[src/rtl/snapshot_trigger_ctrl.sv]
// Snapshot trigger sequencer: arm -> pre-fill -> qualified trigger -> post-fill -> readout -> holdoff.
// Optional macro SNAPSHOT_TRIG_TIMEOUT_EN adds an ARMED self-trigger timeout (timeout_beats/timeout_flag).
//
// state       | meaning
// IDLE        | waiting for arm
// PRE_FILL    | counting PRE_BEATS valid beats into the snapshot
// ARMED       | accepting qualified trigger requests
// FIRE        | trig_out high, waiting for the handshake beat
// POST        | counting POST_BEATS valid beats after the trigger beat
// WAIT_READ   | waiting for readout_done
// HOLDOFF     | counting HOLDOFF_BEATS valid beats before re-arm is possible
module snapshot_trigger_ctrl #(
    parameter int PWR_W         = 32,
    parameter int PRE_BEATS     = 512,
    parameter int POST_BEATS    = 512,
    parameter int HOLDOFF_BEATS = 1024,
    parameter int TS_W          = 48,
    parameter int CNT_W         = 16
) (
    input  logic             clk_data,
    input  logic             rst,
    input  logic             data_in_valid,
    input  logic             arm,
    input  logic             force_trig,
    input  logic             ext_trig,
    input  logic             det_valid,
    input  logic [PWR_W-1:0] det_power,
    input  logic [PWR_W-1:0] threshold,
    input  logic [2:0]       src_mask,
    input  logic             readout_done,
`ifdef SNAPSHOT_TRIG_TIMEOUT_EN
    input  logic [31:0]      timeout_beats,
    output logic             timeout_flag,
`endif
    output logic             trig_out,
    output logic             armed,
    output logic             busy,
    output logic [1:0]       trig_src,
    output logic [TS_W-1:0]  trig_timestamp,
    output logic [15:0]      trig_count
);

    typedef enum logic [2:0] {
        S_IDLE, S_PRE_FILL, S_ARMED, S_FIRE, S_POST, S_WAIT_READ, S_HOLDOFF
    } state_t;

    localparam logic [CNT_W-1:0] PRE_LAST  = CNT_W'(PRE_BEATS - 1);
    localparam logic [CNT_W-1:0] POST_LAST = CNT_W'(POST_BEATS - 1);
    localparam logic [CNT_W-1:0] HOLD_LAST = CNT_W'(HOLDOFF_BEATS - 1);

    state_t            state_q, state_d;
    logic [CNT_W-1:0]  cnt_q, cnt_d;
    logic [TS_W-1:0]   ts_q;
    logic              ext_q;
    logic              trig_out_q;
    logic [1:0]        trig_src_q, trig_src_d;
    logic [TS_W-1:0]   trig_ts_q, trig_ts_d;
    logic [15:0]       trig_count_q, trig_count_d;
    logic [1:0]        req_src;

`ifdef SNAPSHOT_TRIG_TIMEOUT_EN
    logic [31:0]       tmo_q;
    logic              tmo_flag_q, tmo_flag_d;
    logic              tmo_hit;

    assign tmo_hit = data_in_valid && (timeout_beats != 32'd0) &&
                     (tmo_q == timeout_beats - 32'd1);
`endif

    // Priority force > ext > det; 0 means no request this cycle.
    always_comb begin
        req_src = 2'd0;
        if (force_trig && src_mask[0])
            req_src = 2'd1;
        else if (ext_trig && !ext_q && src_mask[1])
            req_src = 2'd2;
        else if (det_valid && src_mask[2] && (det_power >= threshold))
            req_src = 2'd3;
    end

    always_comb begin
        state_d      = state_q;
        cnt_d        = cnt_q;
        trig_src_d   = trig_src_q;
        trig_ts_d    = trig_ts_q;
        trig_count_d = trig_count_q;
`ifdef SNAPSHOT_TRIG_TIMEOUT_EN
        tmo_flag_d   = tmo_flag_q;
`endif
        case (state_q)
            S_IDLE: begin
                if (arm) begin
                    state_d = S_PRE_FILL;
                    cnt_d   = '0;
`ifdef SNAPSHOT_TRIG_TIMEOUT_EN
                    tmo_flag_d = 1'b0;
`endif
                end
            end
            S_PRE_FILL: begin
                if (data_in_valid) begin
                    if (cnt_q == PRE_LAST) begin
                        // A request on the final pre-fill beat is honoured directly.
                        if (req_src != 2'd0) begin
                            state_d    = S_FIRE;
                            trig_src_d = req_src;
                        end else begin
                            state_d = S_ARMED;
                        end
                    end else begin
                        cnt_d = cnt_q + 1'b1;
                    end
                end
            end
            S_ARMED: begin
                if (req_src != 2'd0) begin
                    state_d    = S_FIRE;
                    trig_src_d = req_src;
                end
`ifdef SNAPSHOT_TRIG_TIMEOUT_EN
                else if (tmo_hit) begin
                    state_d    = S_FIRE;
                    trig_src_d = 2'd1;
                    tmo_flag_d = 1'b1;
                end
`endif
            end
            S_FIRE: begin
                if (data_in_valid) begin
                    trig_ts_d = ts_q;
                    if (trig_count_q != 16'hFFFF)
                        trig_count_d = trig_count_q + 16'd1;
                    state_d = S_POST;
                    cnt_d   = '0;
                end
            end
            S_POST: begin
                if (data_in_valid) begin
                    if (cnt_q == POST_LAST)
                        state_d = S_WAIT_READ;
                    else
                        cnt_d = cnt_q + 1'b1;
                end
            end
            S_WAIT_READ: begin
                if (readout_done) begin
                    cnt_d   = '0;
                    state_d = (HOLDOFF_BEATS == 0) ? S_IDLE : S_HOLDOFF;
                end
            end
            S_HOLDOFF: begin
                if (data_in_valid) begin
                    if (cnt_q == HOLD_LAST)
                        state_d = S_IDLE;
                    else
                        cnt_d = cnt_q + 1'b1;
                end
            end
            default: state_d = S_IDLE;
        endcase
    end

    always_ff @(posedge clk_data) begin
        if (rst) begin
            state_q      <= S_IDLE;
            cnt_q        <= '0;
            ts_q         <= '0;
            ext_q        <= 1'b0;
            trig_out_q   <= 1'b0;
            trig_src_q   <= 2'd0;
            trig_ts_q    <= '0;
            trig_count_q <= 16'd0;
        end else begin
            state_q      <= state_d;
            cnt_q        <= cnt_d;
            ext_q        <= ext_trig;
            trig_out_q   <= (state_d == S_FIRE);
            trig_src_q   <= trig_src_d;
            trig_ts_q    <= trig_ts_d;
            trig_count_q <= trig_count_d;
            if (data_in_valid)
                ts_q <= ts_q + 1'b1;
        end
    end

`ifdef SNAPSHOT_TRIG_TIMEOUT_EN
    always_ff @(posedge clk_data) begin
        if (rst) begin
            tmo_q      <= 32'd0;
            tmo_flag_q <= 1'b0;
        end else begin
            tmo_flag_q <= tmo_flag_d;
            if (state_q != S_ARMED)
                tmo_q <= 32'd0;
            else if (data_in_valid)
                tmo_q <= tmo_q + 32'd1;
        end
    end

    assign timeout_flag = tmo_flag_q;
`endif

    assign trig_out       = trig_out_q;
    assign armed          = (state_q == S_ARMED);
    assign busy           = (state_q != S_IDLE);
    assign trig_src       = trig_src_q;
    assign trig_timestamp = trig_ts_q;
    assign trig_count     = trig_count_q;

endmodule

[config.mk]
export PLATFORM = sky130hd
export DESIGN_NAME = snapshot_trigger_ctrl
export DESIGN_NICKNAME = d
export VERILOG_FILES = /design/src/rtl/snapshot_trigger_ctrl.sv
export SDC_FILE = /design/constraint.sdc
export NUM_CORES = 1
export LEC_CHECK = 0
export BUFFER_PORTS_ARGS = -buffer_cell sky130_fd_sc_hd__buf_2
export CORE_MARGIN = 3
export CORE_UTILIZATION = 49
export DETAILED_ROUTE_END_ITERATION = 12
export GPL_ROUTABILITY_DRIVEN = 0
export PLACE_DENSITY = 0.86
export SETUP_SLACK_MARGIN = 0.02
export SYNTH_ARGS = -nofsm -noshare
export SYNTH_HDL_FRONTEND = slang
export SYNTH_SLANG_ARGS = --single-unit
[constraint.sdc]
create_clock -name clk_data -period 2.7 [get_ports clk_data]
set_input_delay 0.54 -clock clk_data [delete_from_list [all_inputs] [get_ports clk_data]]
set_output_delay 0.54 -clock clk_data [all_outputs]
set_load 0.005 [all_outputs]
==> metrics.md, run 1 <==
| Metric | Value |
|---|---|
| Reg2Reg Setup Slack | 340 ps |
| DRC violations left | 0 |
| Post-layout instance area | 0.00793 mm² |
| Total CTS buffers | 17 |
| Vias per inst | 5.23 |
| Number of detailed-route iterations in the first pass | 5 |
| Average cell area after synthesis | 8.14 µm² |
| Startpoint of the most critical register-to-register path | cnt_q[0] |
| Post-CTS Repair Setup Buffers | 0 |
| Worst skew pair latency | 410 ps |
| Count of flip-flops with a built-in enable after synthesis | 0 |
| Crit path buffers/inverters | 2 |
| Fraction of the core area covered by cells at the end of the flow | 62.3% |
| Final period utilization | 90.4% |
| Commonest cells after routing, fill and taps aside | sky130_fd_sc_hd__buf_2 (142), sky130_fd_sc_hd__dfxtp_1 (135), sky130_fd_sc_hd__nand2_1 (132) |
| Capturing point of the worst reg2reg path | trig_src[0] |
| Initial antenna violation count | 0 |
| Via count of the first global-routing pass | 5374 |
| Detailed router's first-iteration violation count | 348 |
| Effective utilization at floorplan | 50.4% |
| Register area share after synthesis | 42.2% |
| Via count | 5808 |
| Row cnt | 41 |
| Actual slew at the worst max-slew pin | 565 ps |
| Final Worst Setup Slack | 258 ps |
| Largest net degree at the start of global routing | 115 |
| Remaining antenna violation count | 0 |
| Destination of the critical timing path | state_q[0] |
| Worst-case headroom to the max-slew limit | 62.0% |
| Count of buffers from port buffering | 143 |
| Number of setup violations in the final report | 0 |
| Combined area of all synthesized cells | 0.00641 mm² |
| Clock tree from TritonCTS | done |
| Number of endpoints with negative hold slack in the final report | 0 |
| Number of levels in the clock H-tree | 4 |
| Global-route wire length before repair | 24100 µm |
| Pwr/cell area | 585 mW/mm² |
| Kind of cell adding the most delay to the critical path | compound AO/OA/AOI/OAI gates |
| Clock sink total | 135 |
| Setup TNS after final layout | 0 ps |
| Post-layout net count | 1036 |
| Number of buffers on the longest clock path | 2 |
| Synthesized netlist cell count | 788 |
| Overall fraction of global-route tracks in use | 20.0% |
| Share of synthesized flip-flops with an asynchronous set or reset | 0% |
| Wire length per cell | 13.2 µm |
| Vertical die dimension | 120 µm |
| Library cell used as clock root buffer | sky130_fd_sc_hd__clkbuf_16 |
| Number of cells traversed by the worst register-to-register path | 8 |
| Combined area of the multi-input logic cells | 0.00341 mm² |
| Dpl cell area | 0.00731 mm² |
| Crit path launch type | primary input |
| Most frequent standard cell in the layout excluding fill and tap cells | sky130_fd_sc_hd__buf_2 |
| Critical Path Max Stage Delay | 400 ps |
| Number of warning messages in the yosys log | 0 |
| Period minus WS final | 2440 ps |
| Standby leakage power | 3.33 nW |
| Flip-flop and latch count after synthesis | 135 |
| Kind of critical path | in -> reg |
| Number of fill cells in the layout | 1067 |
| CP arrival | 2750 ps |
| Leading cell types by total area after synthesis | sky130_fd_sc_hd__dfxtp_1 (42%), sky130_fd_sc_hd__nand2_1 (7.7%), sky130_fd_sc_hd__xor2_1 (7.5%) |
| Post-CTS Hold Fix Bufs | 0 |
| IO Count | 144 |
| Status | complete, no violations |
| Fmax | 409 MHz |
| Highest net fanout along the worst path | 3 |
| Number of gates on the worst path with buffers counted | 10 |
| Predominant post-synthesis flop cell | sky130_fd_sc_hd__dfxtp_1 |
| Grt ovf | 0 |
| Final HPWL DP | 10400 µm |
| Crit. Startpoint | det_power[0] |
| Yosys top cell by area | sky130_fd_sc_hd__dfxtp_1 |
| Category of the worst setup path capture point | flip-flop |
| Synthesized Nets | 898 |
| Fraction of post-synthesis cell area in the top cell type by area | 42.2% |
| Die outline area | 0.0145 mm² |
| Diode count | 0 |
| Max Slew Vio Count | 0 |
| Sequence of cells on the critical path | buf_2 > inv_1 > ha_1 > nand2b_1 > a2111o_1 > a311oi_1 > a2111oi_1 > or3b_1 > a22o_1 > a211o_1 |
| Layout cells sized above 1 | 21.2% |
| Final wirelength | 14700 µm |
| Final setup skew | 7.01 ps |
| Worst vdd ir | 0.000510 V |
| Number of distinct library cells after synthesis | 54 |
| Required arrival time at the worst endpoint | 3000 ps |
| Reg area | 0.00270 mm² |
| Placeable core region | 0.0127 mm² |
| Post-CTS clock slew at the launch and capture registers of the worst setup and hold paths | 60 ps |
| Max-capacitance violation count | 0 |
| Master of the slowest instance on the critical path | sky130_fd_sc_hd__a2111o_1 |
| Area added between synthesis and finish | 23.6% |
| Unrepaired setup endpoints after global routing | false |
| Width of the die | 120 µm |
| Setup Slack @ Placement | -162 ps |
| Hold/Removal Path Class | in -> reg |
-- flip-flops by register name, indices dropped and copies added (netlist names) --
register	cells
ext_q	1
trig_out	1
state_q	3
trig_count	16
trig_timestamp	48
ts_q	48
cnt_q	16
trig_src	2
-- routing by layer --
layer | vias to the layer above | track usage, % | wire, µm
li1 | 2950 | - | -
met1 | 2668 | 25.2 | 6450
met2 | 176 | 34.2 | 7070
met3 | 14 | 4.68 | 991
met4 | 0 | 5.95 | 162
met5 | - | 0 | 0
-- worst register-to-register path, cell delays in order, from the launching register on --
cell,delay (ps)
sky130_fd_sc_hd__dfxtp_1,380
sky130_fd_sc_hd__ha_1,180
sky130_fd_sc_hd__nor4b_1,330
sky130_fd_sc_hd__nand4_1,140
sky130_fd_sc_hd__nor3_1,330
sky130_fd_sc_hd__nand3_1,140
sky130_fd_sc_hd__a21oi_1,290
sky130_fd_sc_hd__o21ai_0,170
sky130_fd_sc_hd__a221oi_1,300
-- cells in the mapped netlist (3+ instances only) --
library cell,instances
sky130_fd_sc_hd__o21ai_0,14
sky130_fd_sc_hd__nor2_1,94
sky130_fd_sc_hd__nand2_1,132
sky130_fd_sc_hd__nand3_1,27
sky130_fd_sc_hd__clkbuf_1,28
sky130_fd_sc_hd__nand3b_1,3
sky130_fd_sc_hd__nand2b_1,3
sky130_fd_sc_hd__dfxtp_1,135
sky130_fd_sc_hd__and3_1,7
sky130_fd_sc_hd__inv_1,44
sky130_fd_sc_hd__or3_1,10
sky130_fd_sc_hd__a21oi_1,77
sky130_fd_sc_hd__ha_1,35
sky130_fd_sc_hd__xnor2_1,15
sky130_fd_sc_hd__nor4_1,4
sky130_fd_sc_hd__nor3_1,12
sky130_fd_sc_hd__nor2b_1,3
sky130_fd_sc_hd__and4_1,7
sky130_fd_sc_hd__nand4_1,34
sky130_fd_sc_hd__nor3_2,3
sky130_fd_sc_hd__buf_1,5
sky130_fd_sc_hd__xor2_1,55
sky130_fd_sc_hd__mux2i_1,3
-- cells by family (layout without fill, tap and decap cells) --
logic type / Yosys count / count (layout) / share of synthesized area [%]
simple gates: 352 / 352 / 25.8
flops: 135 / 135 / 42.2
buf+inv: 80 / 231 / 4.84
xor+xnor: 70 / 70 / 9.56
compound gates: 113 / 113 / 10.3
fa+ha+maj: 35 / 35 / 6.83
mux: 3 / 3 / 0.468
-- report_power, final --
part / total, mW / switching (mW) / internal (mW)
clock network: 2.37 / 0.884 / 1.48
logic: 0.255 / 0.135 / 0.120
registers: 2.01 / 0.0128 / 2.00
-- metrics by stage --
stage	power, mW	std cells	hold WS [ps]
finish	4.63	1111	362
global route	4.80	1111	370
CTS	4.67	1111	357
detailed placement	2.31	1079	443
global placement	2.30	1079	429
floorplan	2.21	788	432
-- what timing repair did --
item / in CTS / in global routing
resized for setup: 0 / 1
endpoints found under the hold margin: 0 / 0
endpoints found under the setup margin: 0 / 1
-- layout make-up --
cell class / instances / share of cell area [%]
Clock buffer: 18 / 5.54
Inverter: 44 / 2.08
Sequential cell: 135 / 34.1
Multi-Input combinational cell: 573 / 43.0
Clock inverter: 14 / 2.23
Timing Repair Buffer: 155 / 10.4
Tap cell: 172 / 2.72
-- worst min path at each step --
stage                            start            endpoint  slack, ps  cells after the start
floorplan                     ts_q[14]  trig_timestamp[14]        430                      2
global placement           trig_src[1]         trig_src[1]        430                      2
detailed placement  trig_timestamp[39]  trig_timestamp[39]        440                      2
CTS                           ext_trig               ext_q        360                      2
global route                  ext_trig               ext_q        370                      2
finish                        ext_trig               ext_q        360                      2
(Power assumes the default switching activity.)
==> inputs of run 2 (changes only) <==
--- a/config.mk
+++ b/config.mk
@@ -5,13 +5,15 @@
 export SDC_FILE = /design/constraint.sdc
 export NUM_CORES = 1
 export LEC_CHECK = 0
-export BUFFER_PORTS_ARGS = -buffer_cell sky130_fd_sc_hd__buf_2
+export BUFFER_PORTS_ARGS = -buffer_cell sky130_fd_sc_hd__buf_4
+export CAP_MARGIN = 20
 export CORE_MARGIN = 3
 export CORE_UTILIZATION = 49
 export DETAILED_ROUTE_END_ITERATION = 12
 export GPL_ROUTABILITY_DRIVEN = 0
 export PLACE_DENSITY = 0.86
 export SETUP_SLACK_MARGIN = 0.02
+export SLEW_MARGIN = 20
 export SYNTH_ARGS = -nofsm -noshare
 export SYNTH_HDL_FRONTEND = slang
 export SYNTH_SLANG_ARGS = --single-unit
==> run 2 against run 1 <==
Total power rose by 1.6%. Clock-buffer cell count rose by 2. Via count rose by 0.34%. Critical path depth did not move. First-iteration DRC count rose by 5.2%. Core utilization rose by 2.7 points. Critical endpoint unchanged. Largest power group unchanged.
==> metrics.md, run 2 (same netlist as run 1, synthesis figures left out) <==
| Metric | Value |
|---|---|
| Status | complete, no violations |
| Wire length per cell | 13.6 µm |
| Via count | 5828 |
| Count of buffers from port buffering | 143 |
| Library cell used as clock root buffer | sky130_fd_sc_hd__clkbuf_16 |
| Number of setup violations in the final report | 0 |
| Switching power summed over all nets | 991 µW |
| Pwr/cell area | 570 mW/mm² |
| Worst vdd ir | 0.000574 V |
| Final setup skew | 4.65 ps |
| Fmax | 413 MHz |
| Max-capacitance violation count | 0 |
| Global-route wire length before repair | 24500 µm |
| Reg2Reg Setup Slack | 350 ps |
| Number of buffers on the longest clock path | 2 |
| Master of the slowest instance on the critical path | sky130_fd_sc_hd__a2111o_1 |
| Post-Place Cells | 1078 |
| Post-layout net count | 1035 |
| Part of the total power dissipated in the clock network | 51.2% |
| Number of detailed-route iterations in the first pass | 5 |
| Portion of total power attributed to sequential cells | 42.7% |
| Crit path buffers/inverters | 2 |
| Unrepaired setup endpoints after global routing | false |
| Worst Hold Depth | 2 |
| Post-layout instance area | 0.00827 mm² |
| Largest net degree at the start of global routing | 58 |
| Vertical die dimension | 120 µm |
| Max Slew Vio Count | 0 |
| Cell internal pwr | 3.72 mW |
| Number of levels in the clock H-tree | 4 |
| Effective utilization at floorplan | 50.4% |
| Dpl cell area | 0.00764 mm² |
| CP arrival | 2720 ps |
| Row cnt | 41 |
| Diode count | 0 |
| Commonest cells after routing, fill and taps aside | sky130_fd_sc_hd__buf_4 (154), sky130_fd_sc_hd__dfxtp_1 (135), sky130_fd_sc_hd__nand2_1 (132) |
| Kind of cell adding the most delay to the critical path | compound AO/OA/AOI/OAI gates |
| Clock tree from TritonCTS | done |
| IO Count | 144 |
| Total CTS buffers | 17 |
| Hold Worst Slack | 366 ps |
| Number of fill cells in the layout | 1032 |
| Initial antenna violation count | 0 |
| Remaining antenna violation count | 0 |
| Combinational share of power | 6.2% |
| Overall fraction of global-route tracks in use | 20.6% |
| Final wirelength | 15100 µm |
| Proportion of total power due to net switching | 21.0% |
| Width of the die | 120 µm |
| Final period utilization | 89.6% |
| Sum of internal, switching and leakage power | 4.71 mW |
| Kind of critical path | in -> reg |
| Final HPWL DP | 10700 µm |
| Grt ovf | 0 |
| Period minus WS final | 2420 ps |
| Most frequent standard cell in the layout excluding fill and tap cells | sky130_fd_sc_hd__buf_4 |
| Number of gates on the worst path with buffers counted | 10 |
| Number of endpoints with negative hold slack in the final report | 0 |
| Clock sink total | 135 |
| Placeable core region | 0.0127 mm² |
| Required arrival time at the worst endpoint | 3000 ps |
| Critical Path Max Stage Delay | 400 ps |
| Worst skew pair latency | 410 ps |
| Via count of the first global-routing pass | 5322 |
| Hold/Removal Path Class | in -> reg |
| Vias per inst | 5.26 |
| Category of the worst setup path capture point | flip-flop |
| Layout cells sized above 1 | 20.8% |
| Highest net fanout along the worst path | 3 |
| Sequence of cells on the critical path | buf_4 > inv_1 > ha_1 > nand2b_1 > a2111o_1 > a311oi_1 > a2111oi_1 > or3b_1 > a22o_1 > a211o_1 |
| Crit path launch type | primary input |
| Fraction of the core area covered by cells at the end of the flow | 65.0% |
| Final cell count without fillers | 1109 |
| Reg area | 0.00270 mm² |
| Detailed router's first-iteration violation count | 366 |
| Worst-case headroom to the max-slew limit | 31.9% |
| DRC violations left | 0 |
| Combined area of the multi-input logic cells | 0.00341 mm² |
| Number of cells traversed by the worst register-to-register path | 8 |
| Area added between synthesis and finish | 28.9% |
| Standby leakage power | 3.39 nW |
| Actual slew at the worst max-slew pin | 1020 ps |
| Post-CTS clock slew at the launch and capture registers of the worst setup and hold paths | 50 ps |
| Die outline area | 0.0145 mm² |
[run 2: layout make-up]
cell class / count / share of cell area (%)
Clock buffer: 20 / 5.40
Sequential cell: 135 / 32.7
Timing Repair Buffer: 154 / 14.0
Multi-Input combinational cell: 573 / 41.2
Tap cell: 172 / 2.60
Clock inverter: 11 / 2.10
Inverter: 44 / 2.00
[run 2: final timing paths]
path / to / from
hold / removal: ext_q / ext_trig
setup / recovery: state_q[0] / det_power[0]
setup reg to reg: trig_src[0] / cnt_q[0]
hold reg to reg: trig_src[1] / trig_src[1]
[run 2: power groups by stage]
stage                     clock network [mW]  registers (mW)  logic (mW)
after global placement                     0            2.05       0.282
after floorplan                            0            2.05       0.156
after global routing                    2.53            2.01       0.327
after detailed placement                   0            2.05       0.291
after CTS                               2.44            2.01       0.292
final                                   2.41            2.01       0.291
[run 2: per-layer routing]
metal / global-route usage, % / up-vias / share of wire (%)
met5: 0 / - / 0
met4: 5.45 / 0 / 1.4
met3: 5.29 / 17 / 5.8
met2: 34.8 / 166 / 49
met1: 26.2 / 2701 / 44
li1: - / 2944 / -
[run 2: timing repair]
item	CTS	global route
buffers inserted	0	0
endpoints found under the hold margin	0	0
endpoints found under the setup margin	0	1
hold buffers	0	0
gates resized for setup	0	1
[run 2: metrics by stage]
stage / TNS (ps) / setup WS [ps]
2_1_floorplan: 0 / 66.5
3_3_place_gp: -345 / -173
3_5_place_dp: -601 / -180
4_1_cts: 0 / 256
5_1_grt: 0 / 58.0
6_report: 0 / 281
==> inputs of run 3 (changes only) <==
--- a/config.mk
+++ b/config.mk
@@ -5,9 +5,9 @@
 export SDC_FILE = /design/constraint.sdc
 export NUM_CORES = 1
 export LEC_CHECK = 0
-export BUFFER_PORTS_ARGS = -buffer_cell sky130_fd_sc_hd__buf_4
+export BUFFER_PORTS_ARGS = -buffer_cell sky130_fd_sc_hd__buf_2
 export CAP_MARGIN = 20
-export CORE_MARGIN = 3
+export CORE_MARGIN = 2
 export CORE_UTILIZATION = 49
 export DETAILED_ROUTE_END_ITERATION = 12
 export GPL_ROUTABILITY_DRIVEN = 0
==> run 3 against run 2 <==
Final cell count is 0.18% higher. Global-route usage rose by 0.50 points. Non-clock buffer count up 2. Sequential power is essentially flat. Cell area is 4.5% lower. Sequential share of layout area grew 1.5 points. First-iteration DRC count fell by 12%. Setup slack worse by 58 ps. Combinational power fell by 12%. Clock-buffer cell count shrank 1. Via count is 0.17% higher. Critical path depth did not move. Critical endpoint is now trig_out.
==> metrics.md, run 3 (same netlist as run 1, synthesis figures left out) <==
| Metric | Value |
|---|---|
| Status | complete, no violations |
| Die outline area | 0.0140 mm² |
| Final wirelength | 14700 µm |
| Count of buffers from port buffering | 143 |
| Post-CTS Hold Fix Bufs | 0 |
| Number of endpoints with negative hold slack in the final report | 0 |
| Detailed router's first-iteration violation count | 321 |
| Kind of critical path | in -> reg |
| Via count of the first global-routing pass | 5522 |
| Layout cells sized above 1 | 21.2% |
| Max-capacitance violation count | 0 |
| IO Count | 144 |
| Number of levels in the clock H-tree | 4 |
| Number of cells traversed by the worst register-to-register path | 8 |
| Effective utilization at floorplan | 50.4% |
| Sum of internal, switching and leakage power | 4.51 mW |
| Number of detailed-route iterations in the first pass | 5 |
| Final setup skew | 10.9 ps |
| Final HPWL DP | 10500 µm |
| Cell internal pwr | 3.52 mW |
| Width of the die | 118 µm |
| Number of setup violations in the final report | 0 |
| Part of the total power dissipated in the clock network | 49.7% |
| Vertical die dimension | 118 µm |
| Capturing point of the worst reg2reg path | trig_src[0] |
| Overall fraction of global-route tracks in use | 21.1% |
| Hold/Removal Path Class | in -> reg |
| Pwr/cell area | 571 mW/mm² |
| Worst skew pair latency | 410 ps |
| Reg2Reg Setup Slack | 300 ps |
| Post-CTS clock slew at the launch and capture registers of the worst setup and hold paths | 60 ps |
| Library cell used as clock root buffer | sky130_fd_sc_hd__clkbuf_16 |
| DRC violations left | 0 |
| Sequence of cells on the critical path | buf_2 > inv_1 > ha_1 > nand2b_1 > a2111o_1 > a311oi_1 > a2111oi_1 > or3b_1 > a22o_1 > a211o_1 |
| Most frequent standard cell in the layout excluding fill and tap cells | sky130_fd_sc_hd__buf_2 |
| Clock tree from TritonCTS | done |
| Period minus WS final | 2480 ps |
| Required arrival time at the worst endpoint | 2990 ps |
| Row cnt | 41 |
| Clock sink total | 135 |
| Number of buffers on the longest clock path | 2 |
| Area added between synthesis and finish | 23.2% |
| CP arrival | 2770 ps |
| Post-Place Cells | 1080 |
| Total CTS buffers | 17 |
| Portion of total power attributed to sequential cells | 44.6% |
| Worst vdd ir | 0.000364 V |
| Startpoint of the most critical register-to-register path | cnt_q[0] |
| Worst-case headroom to the max-slew limit | 65.2% |
| Final cell count without fillers | 1111 |
| Highest net fanout along the worst path | 3 |
| Max Slew Vio Count | 0 |
| Unrepaired setup endpoints after global routing | false |
| Actual slew at the worst max-slew pin | 518 ps |
| Initial antenna violation count | 0 |
| Commonest cells after routing, fill and taps aside | sky130_fd_sc_hd__buf_2 (142), sky130_fd_sc_hd__dfxtp_1 (135), sky130_fd_sc_hd__nand2_1 (132) |
| Number of fill cells in the layout | 1075 |
| Grt ovf | 0 |
| Combinational share of power | 5.7% |
| Proportion of total power due to net switching | 22.0% |
| Worst Hold End | ext_q |
| Global-route wire length before repair | 24700 µm |
| Fmax | 404 MHz |
| Master of the slowest instance on the critical path | sky130_fd_sc_hd__a2111o_1 |
| Vias per inst | 5.25 |
| Worst Hold Depth | 2 |
| Largest net degree at the start of global routing | 115 |
| Crit. Startpoint | det_power[0] |
| Standby leakage power | 3.33 nW |
| Critical Path Max Stage Delay | 410 ps |
| Diode count | 0 |
| Switching power summed over all nets | 993 µW |
| Final period utilization | 91.7% |
| Via count | 5838 |
| Category of the worst setup path capture point | flip-flop |
| Wire length per cell | 13.2 µm |
| Crit path launch type | primary input |
| Placeable core region | 0.0127 mm² |
| Post-layout net count | 1037 |
| Remaining antenna violation count | 0 |
| Startpoint of the tightest hold check path | ext_trig |
run 3: cell count changes in the layout (fill, tap and decap cells not counted):
cell | previous run | this run
sky130_fd_sc_hd__bufinv_16 | 4 | 2
sky130_fd_sc_hd__buf_2 | 0 | 142
sky130_fd_sc_hd__buf_12 | 0 | 1
sky130_fd_sc_hd__clkinvlp_4 | 3 | 4
sky130_fd_sc_hd__buf_4 | 154 | 13
sky130_fd_sc_hd__clkinv_2 | 1 | 4
sky130_fd_sc_hd__clkbuf_1 | 2 | 0
sky130_fd_sc_hd__clkinv_4 | 2 | 1
sky130_fd_sc_hd__clkbuf_8 | 1 | 2
run 3: how the worst max path moves through the flow:
stage | slack, ps | to
after floorplan | 70 | state_q[0]
after global placement | -170 | state_q[0]
after detailed placement | -230 | trig_out
after CTS | 200 | trig_out
after global routing | 80 | trig_out
final | 220 | trig_out
run 3: through the flow:
stage                     TNS (ps)  utilization, %  setup slack (ps)  hold WS, ps  instance area [µm²]
after floorplan                  0               -              66.5          432                 6410
after global placement        -336            57.5              -168          439                 7320
after detailed placement      -540            57.5              -233          434                 7320
after CTS                        0            62.1               197          350                 7900
after global routing             0            62.1              83.6          376                 7900
final                            0            62.1               224          364                 7900
run 3: worst max-delay path, delay by kind of cell:
family / cells / cell delay [ps]
AO/OA/AOI/OAI: 5 / 1330
AND/OR/NAND/NOR: 2 / 540
adder cells (fa/ha/maj): 1 / 270
buffers and inverters: 2 / 100
run 3: what timing repair did:
item / 4_1_cts / 5_1_grt
endpoints found under the setup margin: 0 / 1
gates resized for setup: 0 / 1
setup buffers: 0 / 0
run 3: layout make-up:
class / instances / area [µm²] / area share (%)
clock buffer: 19 / 453 / 5.74
clock inverter: 12 / 128 / 1.62
inverter: 44 / 165 / 2.09
multi-input combinational: 573 / 3410 / 43.1
sequential: 135 / 2700 / 34.2
tap: 172 / 215 / 2.72
timing repair buffer: 156 / 828 / 10.5
run 3: per-layer routing:
metal	wire, µm	global-route usage, %
met1	6500	25.4
met2	7190	37.1
met3	838	4.68
met4	116	6.92
met5	0	0
run 3: power groups by stage:
stage          sequential, mW  combinational [mW]  clock (mW)
2_1_floorplan            2.05               0.156           0
6_report                 2.01               0.257        2.24
3_5_place_dp             2.06               0.257           0
3_3_place_gp             2.06               0.248           0
5_1_grt                  2.01               0.292        2.36
4_1_cts                  2.01               0.259        2.28
